<file path="config.mk">
export PLATFORM = sky130hd
export DESIGN_NAME = muldiv_unit_flat
export DESIGN_NICKNAME = d
export VERILOG_FILES = /design/src/rtl/muldiv_unit_pkg.sv /design/src/rtl/muldiv_unit_if.sv /design/src/rtl/muldiv_datapath.sv /design/src/rtl/muldiv_unit.sv /design/src/flat_wrapper.sv
export SDC_FILE = /design/constraint.sdc
export NUM_CORES = 1
export LEC_CHECK = 0
export CORE_ASPECT_RATIO = 1.2
export CORE_MARGIN = 3
export CORE_UTILIZATION = 58
export CTS_CLUSTER_DIAMETER = 150
export DETAILED_ROUTE_END_ITERATION = 12
export DONT_BUFFER_PORTS = 1
export PLACE_DENSITY = 0.76
export SYNTH_ARGS = -nofsm -noshare
export SYNTH_HDL_FRONTEND = slang
export SYNTH_SLANG_ARGS = --single-unit
</file>
<file path="constraint.sdc">
create_clock -name clk -period 6.85 [get_ports clk]
set_clock_uncertainty 0.1 [all_clocks]
set_input_delay 0.685 -clock clk [delete_from_list [all_inputs] [get_ports clk]]
set_output_delay 0.685 -clock clk [all_outputs]
set_load 0.05 [all_outputs]
</file>
<file path="src/rtl/muldiv_unit_pkg.sv">
// Shared encodings and default sizes for the iterative multiply/divide unit.
// The width defaults match the 32x32 register file that this unit writes back into.
package muldiv_unit_pkg;

   localparam int WIDTH_DEF      = 32;
   localparam int REG_ADDR_W_DEF = 5;
   localparam int CNT_W_DEF      = 6;

   typedef enum logic [1:0] {
      OP_MULLO = 2'd0,
      OP_MULHI = 2'd1,
      OP_DIVU  = 2'd2,
      OP_REMU  = 2'd3
   } op_t;

   typedef enum logic [1:0] {
      IDLE = 2'd0,
      CALC = 2'd1,
      WB   = 2'd2
   } state_t;

endpackage

</file>
<file path="src/rtl/muldiv_unit_if.sv">
// Issue and register-file write-back bundle of the multiply/divide unit.
interface muldiv_unit_if
   import muldiv_unit_pkg::*;
#(
   parameter int WIDTH      = WIDTH_DEF,
   parameter int REG_ADDR_W = REG_ADDR_W_DEF
);
   logic                  start;
   logic [1:0]            op;
   logic [WIDTH-1:0]      op_a;
   logic [WIDTH-1:0]      op_b;
   logic [REG_ADDR_W-1:0] dst_reg;
   logic                  busy;
   logic                  wr_enable;
   logic [REG_ADDR_W-1:0] wr_reg;
   logic [WIDTH-1:0]      wr_data;

   modport master (
      output start, op, op_a, op_b, dst_reg,
      input  busy, wr_enable, wr_reg, wr_data
   );

   modport slave (
      input  start, op, op_a, op_b, dst_reg,
      output busy, wr_enable, wr_reg, wr_data
   );
endinterface

</file>
<file path="src/rtl/muldiv_datapath.sv">
// Shift-add multiplier and restoring divider stepping one bit per strobe.
// Both run in lockstep from the same operands; the latched op only selects the result.
module muldiv_datapath
   import muldiv_unit_pkg::*;
#(
   parameter int WIDTH = WIDTH_DEF
) (
   input  logic             clk,
   input  logic             rst,
   input  logic             init,
   input  logic             step,
   input  op_t              op,
   input  logic [WIDTH-1:0] a,
   input  logic [WIDTH-1:0] b,
   output logic [WIDTH-1:0] result
);

   logic [2*WIDTH-1:0] prod;
   logic [WIDTH-1:0]   rem;
   logic [WIDTH-1:0]   quo;
   logic [WIDTH-1:0]   divisor;

   logic [WIDTH:0]     add_sum;
   logic [WIDTH:0]     shifted;
   logic [WIDTH-1:0]   diff;
   logic               borrow;

   always_comb begin
      add_sum = {1'b0, prod[2*WIDTH-1:WIDTH]} + (prod[0] ? {1'b0, divisor} : '0);
      shifted = {rem, quo[WIDTH-1]};
      borrow  = shifted < {1'b0, divisor};
      // Only consumed when no borrow, where the true difference is below the divisor.
      diff    = shifted[WIDTH-1:0] - divisor;
   end

   always_ff @(posedge clk or posedge rst) begin
      if (rst) begin
         prod    <= '0;
         rem     <= '0;
         quo     <= '0;
         divisor <= '0;
      end else if (init) begin
         prod    <= {{WIDTH{1'b0}}, a};
         rem     <= '0;
         quo     <= a;
         divisor <= b;
      end else if (step) begin
         prod <= {add_sum, prod[WIDTH-1:1]};
         rem  <= borrow ? shifted[WIDTH-1:0] : diff;
         quo  <= {quo[WIDTH-2:0], ~borrow};
      end
   end

   always_comb begin
      result = '0;
      case (op)
         OP_MULLO: result = prod[WIDTH-1:0];
         OP_MULHI: result = prod[2*WIDTH-1:WIDTH];
         OP_DIVU:  result = quo;
         OP_REMU:  result = rem;
         default:  result = '0;
      endcase
   end

endmodule

</file>
<file path="src/rtl/muldiv_unit.sv">
// Iterative unsigned multiply/divide unit writing its result to the register file.
// state | meaning
// IDLE  | waiting for start; operands latched on the issue edge
// CALC  | one datapath iteration per cycle, WIDTH cycles
// WB    | one-cycle register-file write; a start here issues the next op
module muldiv_unit
   import muldiv_unit_pkg::*;
#(
   parameter int WIDTH      = WIDTH_DEF,
   parameter int REG_ADDR_W = REG_ADDR_W_DEF,
   parameter int CNT_W      = CNT_W_DEF
) (
   input  logic          clk,
   input  logic          rst,
   muldiv_unit_if.slave  bus
);

   localparam logic [CNT_W-1:0] LAST = CNT_W'(WIDTH - 1);

   state_t                state, state_nxt;
   logic [CNT_W-1:0]      count;
   op_t                   op_q;
   logic [REG_ADDR_W-1:0] dst_q;
   logic [REG_ADDR_W-1:0] wr_reg_q;
   logic [WIDTH-1:0]      wr_data_q;
   logic [WIDTH-1:0]      result;
   logic                  init;
   logic                  step;
   logic                  in_wb;

   always_comb begin
      state_nxt = state;
      init      = 1'b0;
      step      = 1'b0;
      in_wb     = 1'b0;
      case (state)
         IDLE: begin
            if (bus.start) begin
               init      = 1'b1;
               state_nxt = CALC;
            end
         end
         CALC: begin
            step = 1'b1;
            if (count == LAST) state_nxt = WB;
         end
         WB: begin
            in_wb = 1'b1;
            if (bus.start) begin
               init      = 1'b1;
               state_nxt = CALC;
            end else begin
               state_nxt = IDLE;
            end
         end
         default: state_nxt = IDLE;
      endcase
   end

   always_ff @(posedge clk or posedge rst) begin
      if (rst) begin
         state     <= IDLE;
         count     <= '0;
         op_q      <= OP_MULLO;
         dst_q     <= '0;
         wr_reg_q  <= '0;
         wr_data_q <= '0;
      end else begin
         state <= state_nxt;
         if (init) begin
            count <= '0;
            op_q  <= op_t'(bus.op);
            dst_q <= bus.dst_reg;
         end else if (step) begin
            count <= count + 1'b1;
         end
         if (in_wb) begin
            wr_reg_q  <= dst_q;
            wr_data_q <= result;
         end
      end
   end

   muldiv_datapath #(.WIDTH(WIDTH)) u_datapath (
      .clk    (clk),
      .rst    (rst),
      .init   (init),
      .step   (step),
      .op     (op_q),
      .a      (bus.op_a),
      .b      (bus.op_b),
      .result (result)
   );

   // Outside WB the write port replays the last written value and index.
   assign bus.busy      = (state != IDLE);
   assign bus.wr_enable = in_wb;
   assign bus.wr_reg    = in_wb ? dst_q  : wr_reg_q;
   assign bus.wr_data   = in_wb ? result : wr_data_q;

endmodule

</file>
<file path="src/flat_wrapper.sv">
// flat-port wrapper written by rule: the top's interface ports become plain ports
module muldiv_unit_flat import muldiv_unit_pkg::*;
#(
   parameter int WIDTH      = WIDTH_DEF,
   parameter int REG_ADDR_W = REG_ADDR_W_DEF,
   parameter int CNT_W      = CNT_W_DEF
)
  (clk, rst, bus_start, bus_op, bus_op_a, bus_op_b, bus_dst_reg, bus_busy, bus_wr_enable, bus_wr_reg, bus_wr_data);
  muldiv_unit_if #(.WIDTH(WIDTH), .REG_ADDR_W(REG_ADDR_W)) bus_i ();
  input  logic clk;
  input  logic rst;
  input wire logic [$bits(bus_i.start)-1:0] bus_start;
  input wire logic [$bits(bus_i.op)-1:0] bus_op;
  input wire logic [$bits(bus_i.op_a)-1:0] bus_op_a;
  input wire logic [$bits(bus_i.op_b)-1:0] bus_op_b;
  input wire logic [$bits(bus_i.dst_reg)-1:0] bus_dst_reg;
  output wire logic [$bits(bus_i.busy)-1:0] bus_busy;
  output wire logic [$bits(bus_i.wr_enable)-1:0] bus_wr_enable;
  output wire logic [$bits(bus_i.wr_reg)-1:0] bus_wr_reg;
  output wire logic [$bits(bus_i.wr_data)-1:0] bus_wr_data;
  assign bus_i.start = bus_start;
  assign bus_i.op = bus_op;
  assign bus_i.op_a = bus_op_a;
  assign bus_i.op_b = bus_op_b;
  assign bus_i.dst_reg = bus_dst_reg;
  assign bus_busy = bus_i.busy;
  assign bus_wr_enable = bus_i.wr_enable;
  assign bus_wr_reg = bus_i.wr_reg;
  assign bus_wr_data = bus_i.wr_data;
  muldiv_unit #(.WIDTH(WIDTH), .REG_ADDR_W(REG_ADDR_W), .CNT_W(CNT_W)) u_core (.clk(clk), .rst(rst), .bus(bus_i));
endmodule
</file>
# Word level (Yosys, flattened, before mapping)
# Cells that the tools add are included.
# totals
output_inout_bits	39
inputBits	74
ff_bits	212
word_cells	50
# op_classes
reduce_logical	6
addsub	3
bitwise	1
order_cmp	1
mux	21
eq_ne	8
# op_table
operator	n
$mux W32	7
$mux W64	2
$pmux W32 S4	1
$add A32 B33 Y33	1
$lt A33 B32 Y1	1
$sub A32 B32 Y32	1
$mux W6	2
$add A6 B1 Y6 const B	1
$eq A2 B2 Y1 const B	3
$eq A6 B5 Y1 const B	1
$pmux W2 S3	1
$mux W1	5
$mux W5	1
$eq A2 B1 Y1 const B	2
$logic_not A2 Y1	2
$mux W2	2
$reduce_bool A2 Y1	2
$ne A2 B1 Y1 const B	1
$ne A2 B2 Y1 const B	1
$reduce_and A2 Y1	1
$reduce_or A2 Y1	1
$not A1 Y1	1

# Logic depth before layout (Yosys ltp)
# Gate-level depths: netlist of the first run.
# logic_depth
ltp_word	4
mapped_depth	15
depth_no_buf	14

# Cells and area by module
# From an unflattened synthesis of the first run, not the netlist that was laid out.
# hier_totals
cells_unflattened	1349
area_unflattened_um2	13213.9
# modules_own_cells
module	area_per_inst_um2	seq_area_each_um2	cells_per_inst	instances
muldiv_datapath	11109.4	4003.8	1204	1
muldiv_unit	2104.5	1301.2	145	1

# Worst setup path after synthesis of the first run
# Ideal clock, no wire load.
# synth_path
path_type	register -> register
startpoint	register u_core.u_datapath.prod[0]
endpoint	register u_core.u_datapath.prod[61]
synth_period_minus_slack_ns	3.294
t_arrival_ns	3.061
t_required_ns	6.617
path_stages_with_launch	16
n_path_buf	1
path_slack_ns	3.556
setup_time_ns	0.133
path_cell_list	dfrtp_1 clkbuf_1 and2_1 ha_1 inv_1 fa_1 nor2b_1 o21ai_1 o21ai_1 a41o_1 o311ai_4 a31oi_4 a311oi_1 o41ai_2 xnor2_1 o21ai_0
# synth_between
elab_chain_cells	4
# synth_lines
element	line	rtl
start, declared	muldiv_datapath.sv:18	logic [2*WIDTH-1:0] prod;
start signal, assigned	muldiv_datapath.sv:43	prod <= {{WIDTH{1'b0}}, a};
start signal, assigned	muldiv_datapath.sv:48	prod <= {add_sum, prod[WIDTH-1:1]};
$mux W32	muldiv_datapath.sv:29	add_sum = {1'b0, prod[2*WIDTH-1:WIDTH]} + (prod[0] ? {1'b0, divisor} : '0);
$add A32 B33 Y33	muldiv_datapath.sv:29	
$mux W64	muldiv_datapath.sv:47	end else if (step) begin
$mux W64	muldiv_datapath.sv:42	end else if (init) begin
# Every way passes these cells. The select of a mux whose other input is x is not followed.
# A chain may end at the register's enable or synchronous reset.

# Worst setup path after layout of the first run
# layout_path
startpoint	register u_core.u_datapath.prod[0]
endpoint	register u_core.u_datapath.prod[60]
# The elaborated chain is that of the path after synthesis.

==> qor_table.md, run 1 <==
| Quantity | Reported | Unit |
|---|---|---|
| Achievable frequency | 246 | MHz |
| Vertical extent of the die | 166 | um |
| Setup crit end kind | flop | - |
| Area growth, synth to finish | 7.82 | % |
| Post-synth EDFFs | 0 | - |
| Number of buffers inserted during clock tree synthesis | 23 | - |
| First-pass GRT wire length | 49.1 | mm |
| Worst hold path type | input pin to async pin | - |
| Fin. Hold Viols | 0 | - |
| Most common library cell in the layout ignoring fill and taps | sky130_fd_sc_hd__dfrtp_1 | - |
| Number of buffers added on ports | 0 | - |
| Launch instance of the worst register-to-register path | u_core.u_datapath.prod[0]$_DFFE_PP0P_ | - |
| Antenna diodes | 0 | - |
| Pin count of the biggest net entering global routing | 143 | - |
| Proportion of register bits with asynchronous set or reset after synthesis | 100 | % |
| Setup TNS Final | 0 | ns |
| Horiz. Die Dim | 140 | um |
| Number of setup buffers added after CTS | 0 | - |
| Max-capacitance violation count | 0 | - |
| # resized after CTS | 0 | - |
| Detail Placement HPWL | 19.3 | mm |
| Run status | finished clean | - |
| Antenna violations before repair | 0 | - |
| Vias in the first global route | 9529 | - |
| # H-tree levels | 1 | - |
| Placed Instance Area | 12600 | um^2 |
| CTS tree | yes | - |
| Max FO, Critical Path | 34 | - |
| Required time at the worst-slack endpoint | 7.12 | ns |
| Warnings from Yosys | 0 | - |
| Synthesized area divided by synthesized cell count | 10.1 | um^2 |
| Top-Level Pins | 113 | - |
| Synthesized instance count | 1225 | - |
| Commonest cells after routing, fill and taps aside | sky130_fd_sc_hd__dfrtp_1, sky130_fd_sc_hd__nand2_1, sky130_fd_sc_hd__o21ai_0 | - |
| DRC marker count from the first detailed-route iteration | 642 | - |
| Combined area of all synthesized cells | 12400 | um^2 |
| Global router's overall resource usage | 25.4 | % |
| Via density per instance | 6.33 | - |
| Type of the setup path with the least slack | flop to flop | - |
| Routed WL | 29.7 | mm |
| Clk pin slew, worst setup/hold paths | 0.06 | ns |
| Rows | 58 | - |
| Transition time of the tightest slew-check pin | 1.14 | ns |
| DRC viols | 0 | - |
| Routed length per instance | 20.1 | um |
| Total count of max-transition violations in the final report | 0 | - |
| Clock root buffer | sky130_fd_sc_hd__clkbuf_16 | - |
| Origin of the worst setup path | u_core.u_datapath.prod[0]$_DFFE_PP0P_ | - |
| Worst-Skew Late Latency | 0.52 | ns |
| Cell area after layout | 13400 | um^2 |
| Unrepaired setup endpoints after global routing | no | - |
| DIE AREA | 23200 | um^2 |
| Sequential cell area fraction in the yosys report | 42.7 | % |
| Drt pass-1 iters | 5 | - |
| Total core area | 21000 | um^2 |
| Register bit total from synthesis | 212 | - |
| Final worst path period need | 4.06 | ns |
| Clock sink count | 212 | - |
| GPL Wtd Cong | 0.856 | - |
| Mapped Nets | 1366 | - |
| Total of endpoints with negative setup slack in the final report | 0 | - |
| Share of final-layout standard cells stronger than drive strength 1 | 11.6 | % |
| Max-slew headroom at the worst pin | 24.0 | % |
| Net total in the final layout | 1333 | - |
| Post-DRT Antenna Nets | 0 | - |
| Number of unique standard cell types used by synthesis | 67 | - |
| Maximum count of clock buffers along a single path | 3 | - |
| Fraction of the cycle the final worst path needs | 59.3 | % |
| Worst hold slack after final layout | 0.127 | ns |
| Endpoint arrival time on the critical path | 4.33 | ns |
| Starting density of the core | 59.2 | % |
| Cts hold-fix bufs | 0 | - |
| Kind of start point of the critical path | flop | - |
| Gr ovfl total | 0 | - |
| Vias post-DR | 9353 | - |
| Most common flop cell mapped by yosys | sky130_fd_sc_hd__dfrtp_1 | - |
critical path: stages (launching register included):
cell and delay (ns):
sky130_fd_sc_hd__dfrtp_1 0.88, sky130_fd_sc_hd__nand2_1 0.21, sky130_fd_sc_hd__inv_1 0.11, sky130_fd_sc_hd__ha_1 0.24, sky130_fd_sc_hd__a211oi_1 0.32, sky130_fd_sc_hd__o21ai_1 0.17, sky130_fd_sc_hd__a2111oi_0 0.58, sky130_fd_sc_hd__nor2_1 0.18
sky130_fd_sc_hd__a21oi_2 0.24, sky130_fd_sc_hd__o31ai_1 0.16, sky130_fd_sc_hd__o221ai_1 0.34, sky130_fd_sc_hd__o21ai_1 0.14, sky130_fd_sc_hd__xnor2_1 0.15, sky130_fd_sc_hd__o21ai_0 0.09
Yosys cell counts, types with 11 or more instances:
cell type / n / area share, %
sky130_fd_sc_hd__xnor2_1: 32 / 2.3
sky130_fd_sc_hd__buf_1: 18 / 0.54
sky130_fd_sc_hd__ha_1: 65 / 6.5
sky130_fd_sc_hd__a22oi_1: 11 / 0.66
sky130_fd_sc_hd__a21oi_1: 53 / 2.1
sky130_fd_sc_hd__inv_1: 48 / 1.5
sky130_fd_sc_hd__o21ai_0: 101 / 4.1
sky130_fd_sc_hd__xor2_1: 23 / 1.6
sky130_fd_sc_hd__dfrtp_1: 212 / 43
sky130_fd_sc_hd__clkbuf_1: 46 / 1.4
sky130_fd_sc_hd__mux2_2: 38 / 3.4
sky130_fd_sc_hd__nand2_1: 184 / 5.6
sky130_fd_sc_hd__o21ai_1: 16 / 0.64
sky130_fd_sc_hd__and2_1: 54 / 2.7
sky130_fd_sc_hd__nand3_1: 17 / 0.68
sky130_fd_sc_hd__nor2_1: 46 / 1.4
sky130_fd_sc_hd__mux4_2: 32 / 5.8
sky130_fd_sc_hd__a21o_1: 34 / 2.1
sky130_fd_sc_hd__mux2i_1: 25 / 2.0
sky130_fd_sc_hd__a221o_1: 44 / 3.5
area by class of cell:
cell class | count | area, um^2
Timing Repair Buffer | 9 | 67.6
Clock buffer | 36 | 704
Multi-Input combinational cell | 898 | 6710
Fill cell | 1626 | 7580
Clock inverter | 5 | 81.3
Sequential cell | 212 | 5310
Inverter | 48 | 188
Tap cell | 270 | 338
cells by family (layout without fill, tap and decap cells):
kind of cell,count (synthesis),count (layout),share of synthesized area (%)
buf+inv,115,98,3.56
flops,212,212,42.7
simple gates,340,340,12.4
compound gates,341,341,19.4
fa+ha+maj,67,67,6.87
mux,95,95,11.3
xor+xnor,55,55,3.88
state kept, by name, indices dropped and copies added, names as in the netlist, 5 cells and up:
register and cells:
u_core.u_datapath.divisor 32, u_core.u_datapath.prod 64, u_core.wr_reg_q 5, u_core.dst_q 5
u_core.u_datapath.rem 32, u_core.u_datapath.quo 32, u_core.wr_data_q 32, u_core.count 6
layer usage:
| metal | share of wire, % | wire length [um] | GRT usage [%] | vias up |
|---|---|---|---|---|
| met4 | 2.3 | 695 | 6.91 | 0 |
| met1 | 44 | 13100 | 35.9 | 4669 |
| li1 | - | - | - | 4357 |
| met3 | 6.2 | 1850 | 4.18 | 46 |
| met2 | 47 | 14100 | 41.0 | 281 |
| met5 | 0 | 0 | 0 | - |
through the flow:
step / utilization, % / setup slack, ns / cells
2_1_floorplan: - / 0.271 / 1225
3_5_place_dp: 60.1 / 2.81 / 1437
3_3_place_gp: 60.1 / 2.91 / 1437
4_1_cts: 63.9 / 2.77 / 1478
6_report: 63.9 / 2.79 / 1478
5_1_grt: 63.9 / 2.25 / 1478
path summary, 6_finish.rpt:
check	end	slack (ns)	depth (start not counted)
hold reg to reg	u_core.dst_q[2]$_DFFE_PP0P_	0.37	2
setup reg to reg	u_core.u_datapath.prod[60]$_DFFE_PP0P_	2.79	13
min in group clk	u_core.dst_q[4]$_DFFE_PP0P_	0.18	2
hold / removal	u_core.u_datapath.prod[25]$_DFFE_PP0P_	0.13	1
setup / recovery	u_core.u_datapath.prod[60]$_DFFE_PP0P_	2.79	13
max in group asynchronous	u_core.op_q[0]$_DFFE_PP0P_	4.92	2
Power of run 1 is left out: the tool's default activity adds up to more than one toggle a clock period on the data nets, which glitch-free logic cannot reach.
==> run 2: changes to the inputs <==
--- a/config.mk
+++ b/config.mk
@@ -5,13 +5,14 @@
 export SDC_FILE = /design/constraint.sdc
 export NUM_CORES = 1
 export LEC_CHECK = 0
+export ABC_AREA = 1
 export CORE_ASPECT_RATIO = 1.2
 export CORE_MARGIN = 3
-export CORE_UTILIZATION = 58
+export CORE_UTILIZATION = 59
 export CTS_CLUSTER_DIAMETER = 150
 export DETAILED_ROUTE_END_ITERATION = 12
 export DONT_BUFFER_PORTS = 1
-export PLACE_DENSITY = 0.76
+export PLACE_DENSITY = 0.78
 export SYNTH_ARGS = -nofsm -noshare
 export SYNTH_HDL_FRONTEND = slang
 export SYNTH_SLANG_ARGS = --single-unit
==> constraint.sdc (replaced) <==
create_clock -name clk -period 3.45 [get_ports clk]
set_clock_uncertainty 0.1 [all_clocks]
set_input_delay 0.345 -clock clk [delete_from_list [all_inputs] [get_ports clk]]
set_output_delay 0.345 -clock clk [all_outputs]
set_load 0.05 [all_outputs]
==> qor_table.md, run 2 <==
| Quantity | Reported | Unit |
|---|---|---|
| Warnings from Yosys | 0 | - |
| Sum of routed wire segments on met1 | 18.8 | mm |
| Antenna violations before repair | 0 | - |
| Clk pin slew, worst setup/hold paths | 0.06 | ns |
| Clock sink count | 212 | - |
| Number of filler instances in the final layout | 2042 | - |
| Most used standard cells in the synthesized netlist | sky130_fd_sc_hd__nand2_1, sky130_fd_sc_hd__inv_1, sky130_fd_sc_hd__dfrtp_1 | - |
| Switching power | 9.86 | mW |
| Vias post-DR | 14000 | - |
| DRC viols | 0 | - |
| Highest routing layer actually used | met4 | - |
| Post-synth EDFFs | 0 | - |
| Horiz. Die Dim | 146 | um |
| Place WS | 0.758 | ns |
| Starting density of the core | 60.2 | % |
| Clock power frac | 12.6 | % |
| Synthesized area divided by synthesized cell count | 6.96 | um^2 |
| Vias in the first global route | 13800 | - |
| Final critical-path setup slack | 0.383 | ns |
| Number of unique standard cell types used by synthesis | 45 | - |
| Pwr/cell area | 1190 | nW/um^2 |
| Top-Level Pins | 113 | - |
| Proportion of register bits with asynchronous set or reset after synthesis | 100 | % |
| Sequential Area | 5310 | um^2 |
| Fraction of the cycle the final worst path needs | 88.9 | % |
| Total core area | 23200 | um^2 |
| Routed WL | 46.6 | mm |
| Synthesized instance count | 2008 | - |
| GPL Wtd Cong | 1.02 | - |
| Area growth, synth to finish | 13.2 | % |
| Register share of total power | 24.4 | % |
| Drt pass-1 iters | 9 | - |
| Setup TNS Final | 0 | ns |
| # H-tree levels | 1 | - |
| Max-capacitance violation count | 0 | - |
| Antenna diodes | 0 | - |
| Max-slew headroom at the worst pin | 26.4 | % |
| Rows | 61 | - |
| Worst-Skew Late Latency | 0.53 | ns |
| Run status | finished clean | - |
| Most common library cell in the layout ignoring fill and taps | sky130_fd_sc_hd__nand2_1 | - |
| Combined area of all synthesized cells | 14000 | um^2 |
| Met2 WL post-DR | 22.3 | mm |
| Total count of max-transition violations in the final report | 0 | - |
| Number of buffers inserted during clock tree synthesis | 23 | - |
| Area share of the largest cell type after synthesis | 38.0 | % |
| Peak ir drop on the vdd network | 0.806 | mV |
| Cell type with the highest aggregate area in the netlist | sky130_fd_sc_hd__dfrtp_1 | - |
| Final worst path period need | 3.07 | ns |
| Maximum count of clock buffers along a single path | 3 | - |
| Net total in the final layout | 2211 | - |
| Mapped Nets | 2149 | - |
| Worst hold path type | input pin to flop | - |
| Register bit total from synthesis | 212 | - |
| Total of endpoints with negative setup slack in the final report | 0 | - |
| Achievable frequency | 326 | MHz |
| Switching power as a share of total power | 52.3 | % |
| CTS tree | yes | - |
| Transition time of the tightest slew-check pin | 1.10 | ns |
| Setup crit end kind | output pin | - |
| Required time at the worst-slack endpoint | 3.00 | ns |
| Cells after DPL | 2286 | - |
| Fin. Hold Viols | 0 | - |
| Unrepaired setup endpoints after global routing | no | - |
| Most common flop cell mapped by yosys | sky130_fd_sc_hd__dfrtp_1 | - |
| Global router's overall resource usage | 36.1 | % |
| Number of buffers added on ports | 0 | - |
| Clock root buffer | sky130_fd_sc_hd__clkbuf_16 | - |
| Commonest cells after routing, fill and taps aside | sky130_fd_sc_hd__nand2_1, sky130_fd_sc_hd__inv_1, sky130_fd_sc_hd__dfrtp_1 | - |
| Gr ovfl total | 0 | - |
| Sequential cell area fraction in the yosys report | 38.0 | % |
| Flip-flop count of the largest register, all copies and words added | 64 | - |
| Internal power component | 9.00 | mW |
| Kind of start point of the critical path | flop | - |
| Cells taking the most area after synthesis | sky130_fd_sc_hd__dfrtp_1, sky130_fd_sc_hd__nand2_1, sky130_fd_sc_hd__inv_1 | - |
| DRC marker count from the first detailed-route iteration | 1636 | - |
| Detail Placement HPWL | 34.6 | mm |
| DIE AREA | 25600 | um^2 |
| Vertical extent of the die | 175 | um |
| Share of final-layout standard cells stronger than drive strength 1 | 4.75 | % |
| Endpoint arrival time on the critical path | 2.62 | ns |
| Type of the setup path with the least slack | flop to output pin | - |
| Register containing the most flip-flops in the final layout | u_core.u_datapath.prod | - |
| Pin count of the biggest net entering global routing | 87 | - |
| First-pass GRT wire length | 74.2 | mm |
| Total area of multi-input combinational cells | 7110 | um^2 |
| Via density per instance | 5.85 | - |
| Post-route insts no fill | 2401 | - |
| # resized after CTS | 0 | - |
| Routed length per instance | 19.4 | um |
| Final core occ | 68.1 | % |
| Cell with the most instances after synthesis | sky130_fd_sc_hd__nand2_1 | - |
| DR WL met3 | 3.60 | mm |
| Max FO, Critical Path | 10 | - |
| Portion of total power attributed to combinational logic | 63.0 | % |
| Post-DRT Antenna Nets | 0 | - |
| Leakage component of the power | 8.39 | nW |
-- run 2: cell count changes after synthesis, sizes merged, moves of 51 or more --
cell / before / now
and2: 54 / 3
inv: 48 / 332
nand3: 17 / 113
nor2: 46 / 123
nand2: 184 / 702
o221ai: 1 / 53
-- run 2: worst paths after layout --
kind,startpoint,to,slack (ns),cells past startpoint
min,bus_start,u_core.state[0]$_DFFE_PP0P_,0.15,3
min reg2reg,u_core.dst_q[4]$_DFFE_PP0P_,u_core.dst_q[4]$_DFFE_PP0P_,0.39,2
max,u_core.op_q[1]$_DFFE_PP0P_,bus_wr_data[28],0.38,7
max reg2reg,u_core.u_datapath.prod[0]$_DFFE_PP0P_,u_core.u_datapath.prod[55]$_DFFE_PP0P_,0.62,13
max in group asynchronous,rst,u_core.wr_reg_q[1]$_DFF_PP0_,1.88,3
min in group asynchronous,rst,u_core.wr_data_q[22]$_DFF_PP0_,0.46,2
-- run 2: cell families (layout without fill, tap and decap cells) --
| kind of cell | Yosys count | count (layout) | synth area share [%] |
|---|---|---|---|
| AND/OR/NAND/NOR | 983 | 983 | 28.9 |
| flip-flops | 212 | 212 | 38.0 |
| buffers and inverters | 402 | 480 | 11.2 |
| XOR/XNOR | 16 | 16 | 1.00 |
| adder cells (fa/ha/maj) | 67 | 67 | 6.11 |
| AO/OA/AOI/OAI | 328 | 328 | 14.8 |
-- run 2: per-stage QoR --
stage	hold WS [ns]	instance area, um^2	power [mW]
final	0.152	15800	18.9
after detailed placement	0.360	14400	16.1
after CTS	0.143	15800	18.6
after floorplan	0.349	14000	13.0
after global routing	0.166	15800	20.5
after global placement	0.358	14400	15.9
-- run 2: critical path: stages (launching register included) --
cell	delay, ns
sky130_fd_sc_hd__dfrtp_1	0.45
sky130_fd_sc_hd__nand2_1	0.11
sky130_fd_sc_hd__clkinv_1	0.19
sky130_fd_sc_hd__buf_4	0.21
sky130_fd_sc_hd__nand2_1	0.07
sky130_fd_sc_hd__o21ai_0	0.12
sky130_fd_sc_hd__a221oi_1	0.09
sky130_fd_sc_hd__o21ai_1	0.85
-- run 2: power by group through the flow --
stage	logic (mW)	registers (mW)	clock network (mW)
floorplan	8.86	4.17	0
global placement	11.3	4.54	0
detailed placement	11.5	4.56	0
CTS	11.7	4.53	2.37
global route	13.4	4.66	2.48
finish	11.9	4.60	2.37
-- run 2: final cells by class --
cell class / instances / area share, %
Clock buffer: 32 / 4.11
Multi-Input combinational cell: 1394 / 45.0
Inverter: 334 / 7.95
Timing Repair Buffer: 105 / 6.55
Sequential cell: 212 / 33.6
Tap cell: 315 / 2.49
Clock inverter: 9 / 0.372
-- run 2: repair_timing --
action	4_1_cts	5_1_grt
hold buffers	74	0
endpoints found under the hold margin	137	0
buffers inserted	0	0
-- run 2: routing by layer --
layer | track usage, % | vias up
met5 | 0 | -
met4 | 12.6 | 0
met3 | 3.74 | 148
met2 | 62.1 | 725
met1 | 48.0 | 6573
li1 | - | 6603
(Power assumes the default switching activity.)
